### config.mk
export PLATFORM = sky130hd
export DESIGN_NAME = recovery_ctrl
export DESIGN_NICKNAME = d
export VERILOG_FILES = /design/src/rtl/recovery_ctrl.sv
export SDC_FILE = /design/constraint.sdc
export NUM_CORES = 1
export LEC_CHECK = 0
export BUFFER_PORTS_ARGS = -buffer_cell sky130_fd_sc_hd__buf_4
export CAP_MARGIN = 10
export CORE_MARGIN = 4
export CORE_UTILIZATION = 48
export DETAILED_ROUTE_END_ITERATION = 16
export GPL_TIMING_DRIVEN = 0
export PLACE_DENSITY = 0.75
export SETUP_SLACK_MARGIN = 0.05
export SLEW_MARGIN = 0
export SYNTH_ARGS = -nofsm -noshare
export SYNTH_HDL_FRONTEND = slang
export SYNTH_SLANG_ARGS = --single-unit
export TNS_END_PERCENT = 5
### constraint.sdc
create_clock -name clk -period 1.5 [get_ports clk]
set_input_delay 0.15 -clock clk [delete_from_list [all_inputs] [get_ports clk]]
set_output_delay 0.15 -clock clk [all_outputs]
set_load 0.02 [all_outputs]
### src/rtl/recovery_ctrl.sv
// Pipeline recovery sequencer: flush on mispredict/mret, drain fetch and RAT restore, then one redirect pulse.
// Optional RECOVERY_PERF_EN adds perf_recoveries / perf_stall_cycles counters.
module recovery_ctrl #(
  parameter int unsigned PC_W         = 64,
  parameter int unsigned ROB_PTR_W    = 5,
  parameter int unsigned FLUSH_CYCLES = 2
) (
  input  logic                 clk,
  input  logic                 resetn,
  input  logic                 miss_valid,
  input  logic [PC_W-1:0]      miss_target,
  input  logic [ROB_PTR_W-1:0] miss_rob_ptr,
  input  logic                 mret_valid,
  input  logic [PC_W-1:0]      mepc,
  input  logic                 ifetch_busy,
  input  logic                 rat_restore_done,
  output logic                 flush_front,
  output logic                 flush_back,
  output logic                 stall_front,
  output logic                 rat_restore_req,
  output logic [ROB_PTR_W-1:0] rob_squash_ptr,
  output logic                 redirect_valid,
  output logic [PC_W-1:0]      redirect_pc,
`ifdef RECOVERY_PERF_EN
  output logic [31:0]          perf_recoveries,
  output logic [31:0]          perf_stall_cycles,
`endif
  output logic                 busy
);

  localparam int unsigned CNT_W = 4;

  typedef enum logic [1:0] {
    IDLE     = 2'd0,
    FLUSH    = 2'd1,
    DRAIN    = 2'd2,
    REDIRECT = 2'd3
  } state_e;

  state_e                 state_q;
  logic [PC_W-1:0]        target_q;
  logic [ROB_PTR_W-1:0]   ptr_q;
  logic [CNT_W-1:0]       cnt_q;
  logic                   restore_seen_q;
  logic                   flush_front_q;
  logic                   flush_back_q;
  logic                   stall_front_q;
  logic                   rat_req_q;
  logic                   redirect_valid_q;
  logic [PC_W-1:0]        redirect_pc_q;
  logic                   busy_q;
  logic                   drain_exit;

  // Leave DRAIN once the minimum drain time has elapsed, fetch is idle and the RAT is restored.
  assign drain_exit = (cnt_q == '0) && !ifetch_busy && (restore_seen_q || rat_restore_done);

  // Outputs are registered alongside the state so each reflects the state being entered.
  always_ff @(posedge clk or negedge resetn) begin
    if (!resetn) begin
      state_q          <= IDLE;
      target_q         <= '0;
      ptr_q            <= '0;
      cnt_q            <= '0;
      restore_seen_q   <= 1'b0;
      flush_front_q    <= 1'b0;
      flush_back_q     <= 1'b0;
      stall_front_q    <= 1'b0;
      rat_req_q        <= 1'b0;
      redirect_valid_q <= 1'b0;
      redirect_pc_q    <= '0;
      busy_q           <= 1'b0;
    end else begin
      case (state_q)
        IDLE: begin
          if (mret_valid || miss_valid) begin
            state_q       <= FLUSH;
            target_q      <= mret_valid ? mepc : miss_target;
            ptr_q         <= mret_valid ? '0 : miss_rob_ptr;
            flush_front_q <= 1'b1;
            flush_back_q  <= 1'b1;
            stall_front_q <= 1'b1;
            rat_req_q     <= 1'b1;
            busy_q        <= 1'b1;
          end
        end
        FLUSH: begin
          state_q       <= DRAIN;
          cnt_q         <= CNT_W'(FLUSH_CYCLES - 1);
          flush_front_q <= 1'b0;
          flush_back_q  <= 1'b0;
          rat_req_q     <= 1'b0;
          if (rat_restore_done) restore_seen_q <= 1'b1;
        end
        DRAIN: begin
          if (rat_restore_done) restore_seen_q <= 1'b1;
          if (cnt_q != '0) cnt_q <= cnt_q - CNT_W'(1);
          if (drain_exit) begin
            state_q          <= REDIRECT;
            stall_front_q    <= 1'b0;
            redirect_valid_q <= 1'b1;
            redirect_pc_q    <= {target_q[PC_W-1:1], 1'b0};
          end
        end
        REDIRECT: begin
          state_q          <= IDLE;
          redirect_valid_q <= 1'b0;
          redirect_pc_q    <= '0;
          busy_q           <= 1'b0;
          restore_seen_q   <= 1'b0;
        end
        default: state_q <= IDLE;
      endcase
    end
  end

`ifdef RECOVERY_PERF_EN
  logic [31:0] perf_rec_q;
  logic [31:0] perf_stall_q;

  // Free-running wrap-around event counters.
  always_ff @(posedge clk or negedge resetn) begin
    if (!resetn) begin
      perf_rec_q   <= '0;
      perf_stall_q <= '0;
    end else begin
      if (state_q == REDIRECT) perf_rec_q <= perf_rec_q + 32'd1;
      if (state_q == FLUSH || state_q == DRAIN) perf_stall_q <= perf_stall_q + 32'd1;
    end
  end

  assign perf_recoveries   = perf_rec_q;
  assign perf_stall_cycles = perf_stall_q;
`endif

  assign flush_front     = flush_front_q;
  assign flush_back      = flush_back_q;
  assign stall_front     = stall_front_q;
  assign rat_restore_req = rat_req_q;
  assign rob_squash_ptr  = ptr_q;
  assign redirect_valid  = redirect_valid_q;
  assign redirect_pc     = redirect_pc_q;
  assign busy            = busy_q;

endmodule

==> summary.md <==
| Metric | Value |
|---|---|
| Num rows | `45` |
| # diodes | `0` |
| Clk buf depth | `2` |
| DR iter-0 viols | `439` |
| Final WL | `22800 µm` |
| CP required | `1780 ps` |
| R2R cell count | `7` |
| Total track usage | `25.7%` |
| Reg2reg start | `cnt_q[1]` |
| Skew-Pair Late Insertion Delay | `430 ps` |
| Clock transition at path regs | `60 ps` |
| PD cells | `2150 mW/mm²` |
| Wire length per cell | `19.2 µm` |
| Vias per inst | `5.71` |
| CTS Sinks | `142` |
| Detailed Routing Iterations Pass 1 | `8` |
| Crit-path slowest cell | `or3b_4` |
| # nets final | `1132` |
| Internal power | `13.1 mW` |
| Inst Count DP | `1132` |
| Cts bufs inserted | `17` |
| Net Count, Synth | `879` |
| Critical path type | `register to register` |
| Fillers | `1175` |
| Max Cap Viol | `0` |
| Layout cells sized above 1 | `40.3%` |
| Worst Skew | `11.9 ps` |
| Worst Path Max Fanout | `6` |
| Tmin final | `1810 ps` |
| Power share of the sequential group | `30.2%` |
| Global-route wire length before repair | `36500 µm` |
| Startpoint types | `register` |
| Synth top area share | `47.7%` |
| Tcrit/Tclk final | `121%` |
| Synth top area cells | `dfrtp_1 (48%), o211ai_2 (9.7%), mux2i_1 (8.6%)` |
| Final setup margin | `-313 ps` |
| Full die area | `0.0176 mm²` |
| Post-DP HPWL | `15700 µm` |
| Max stage delay on crit path | `420 ps` |
| Synth unique cells | `39` |
| Clock network power share | `22.1%` |
| Fin. max-slew vios | `0` |
| Cells after synthesis | `734` |
| DR DRC count | `0` |
| Min-Delay Path Class | `primary input to register` |
| Sw Ratio | `42.1%` |
| Die height | `133 µm` |
| Post-Syn Area | `0.00744 mm²` |
| Initial antenna violation count | `0` |
| Final setup vio count | `70` |
| FF-to-FF End | `redirect_pc[21]` |
| CP Cell Sequence | `inv_1 -> ha_2 -> or3b_4 -> buf_12 -> clkbuf_16 -> o211ai_2 -> o311ai_1` |
| RSZ-0062 raised after global routing | `true` |
| Vias in the first global route | `6840` |
| Endpoint type of the worst setup path | `register` |
| Worst Tran Pin Value | `568 ps` |
| Non-Filler Instances | `1187` |
| Port-buffer cells | `209` |
| Seq/Total Area, Yosys | `47.7%` |
| Gate power share | `47.6%` |
| Power Total | `22.7 mW` |
| Max frequency | `552 MHz` |
| Hold depth | `3` |
| Failing checks | `hold timing, setup timing` |
| Status | `finished with violations` |
| Global route total overflow | `0` |
| Initial Util | `49.0%` |
| Clock root buffer | `clkbuf_16` |
| Most frequent cells in the layout | `buf_4 (227), dfrtp_1 (140), nand2_1 (131), mux2i_1 (64), o211ai_2 (57)` |
| Fin. Hold Viols | `6` |
| Routed Antenna Nets | `0` |
| Yosys reg bits | `142` |
| Crit. Startpoint | `cnt_q[1]` |
| Most common cell after layout, fill and taps aside | `buf_4` |
| # IOs | `214` |
| R2R setup slack | `-310 ps` |
| CP Data Arrival Time | `2090 ps` |
| CTS tree | `built` |
| GP Congestion | `0.781` |
| Largest net degree at the start of global routing | `87` |
| Slew margin rel. | `62.2%` |
| Die X | `133 µm` |
| Htree depth | `4` |
| Critical path destination | `redirect_pc[21]` |
| Sw power | `9.54 mW` |
| Leakage power | `5.03 nW` |
| Fin Hold WS | `-14.8 ps` |
| Total vias in the final route | `6773` |
| Synth Warn # | `0` |
| Core area | `0.0152 mm²` |
| Post-synth top area cell | `dfrtp_1` |
| Mapped Avg Cell Area | `10.1 µm²` |
| Layout area overhead | `41.7%` |
| Maximum VDD drop | `1.04 mV` |
worst max-delay path, delay by kind of cell (launching register included):
kind / cells / cell delay [ps]
AO/OA/AOI/OAI: 2 / 280
adder cells (fa/ha/maj): 1 / 190
buffers and inverters: 3 / 390
AND/OR/NAND/NOR: 1 / 420
flip-flops: 1 / 380
logic make-up after synthesis:
family | share of synthesized area [%]
buffers and inverters | 6.25
and+or+nand+nor | 13.3
muxes | 8.61
adders and majority gates | 1.01
other | 0.0504
DFF | 47.7
AOI/OAI and AO/OA | 23.0
synthesized netlist by cell type, drive strengths merged:
| cell type | n |
|---|---|
| nand4 | 50 |
| a31oi | 2 |
| o22ai | 1 |
| nand2b | 5 |
| o211ai | 111 |
| o21ba | 1 |
| clkbuf | 35 |
| or3b | 2 |
| o311ai | 9 |
| o21a | 1 |
| buf | 42 |
| nand3b | 2 |
| conb | 1 |
| nor2b | 2 |
| nand4b | 1 |
| dfrtp | 142 |
| mux2i | 64 |
| nor2 | 6 |
| o21ai | 73 |
| o221ai | 4 |
| o2bb2ai | 1 |
| nand3 | 2 |
| nor3 | 2 |
| inv | 18 |
| or2 | 1 |
| nand2 | 139 |
| ha | 6 |
| nor3b | 2 |
| a211oi | 1 |
| a21oi | 5 |
| a21o | 2 |
| o21bai | 1 |
area by class of cell:
type | count | area (µm²) | share of cell area, %
flip-flops and latches | 142 | 3560 | 33.7
multi-input cells | 497 | 3520 | 33.4
repair buffers | 235 | 1860 | 17.7
plain buffers | 76 | 603 | 5.72
clock buffers | 17 | 425 | 4.03
clock inverters | 14 | 265 | 2.52
well taps | 188 | 235 | 2.23
inverters | 18 | 70.1 | 0.665
registers in the layout (all words and copies together) (netlist names):
name / count
busy: 1
cnt_q: 4
rat_restore_req: 1
redirect_pc: 63
redirect_valid: 1
restore_seen_q: 1
rob_squash_ptr: 5
stall_front: 1
state_q: 2
target_q: 63
worst min path at each step:
stage / start / endpoint / slack, ps
floorplan: resetn / busy / -150
global placement: miss_rob_ptr[2] / rob_squash_ptr[2] / 420
detailed placement: resetn / rob_squash_ptr[0] / 160
CTS: mepc[40] / target_q[40] / 1
global route: miss_target[62] / target_q[62] / 10
finish: miss_target[49] / target_q[49] / -10
power by group through the flow:
stage,Combinational [mW],Sequential [mW],Clock (mW)
final,10.8,6.86,5.01
after global routing,11.7,7.06,5.21
after CTS,10.1,6.78,5.04
after detailed placement,9.25,6.80,0
after global placement,9.07,6.76,0
after floorplan,4.93,7.46,0
per-stage QoR:
stage	area (µm²)	hold slack [ps]	setup slack, ps	TNS, ps	util [%]
floorplan	7450	-146	-125	-7370	-
global placement	9250	416	-738	-116770	60.9
detailed placement	9290	162	-756	-66820	61.1
CTS	10400	1.03	-252	-14670	68.1
global route	10500	12.1	-340	-20750	69.4
finish	10500	-14.8	-313	-16820	69.4
layer usage:
layer | wire length (µm) | share of wire, % | track usage [%]
met5 | 0 | 0 | 0
met4 | 423 | 1.9 | 7.16
met3 | 1630 | 7.2 | 7.26
met2 | 11000 | 48 | 41.1
met1 | 9750 | 43 | 34.6
what timing repair did:
item                       4_1_cts  5_1_grt
hold buffers                    15        0
setup endpoints to repair      142      142
hold endpoints to repair        66        0
setup buffers                    5        2
pin swaps                       10       51
gates cloned                     1        2
gates resized for setup         81       74
(Power assumes the default switching activity.)
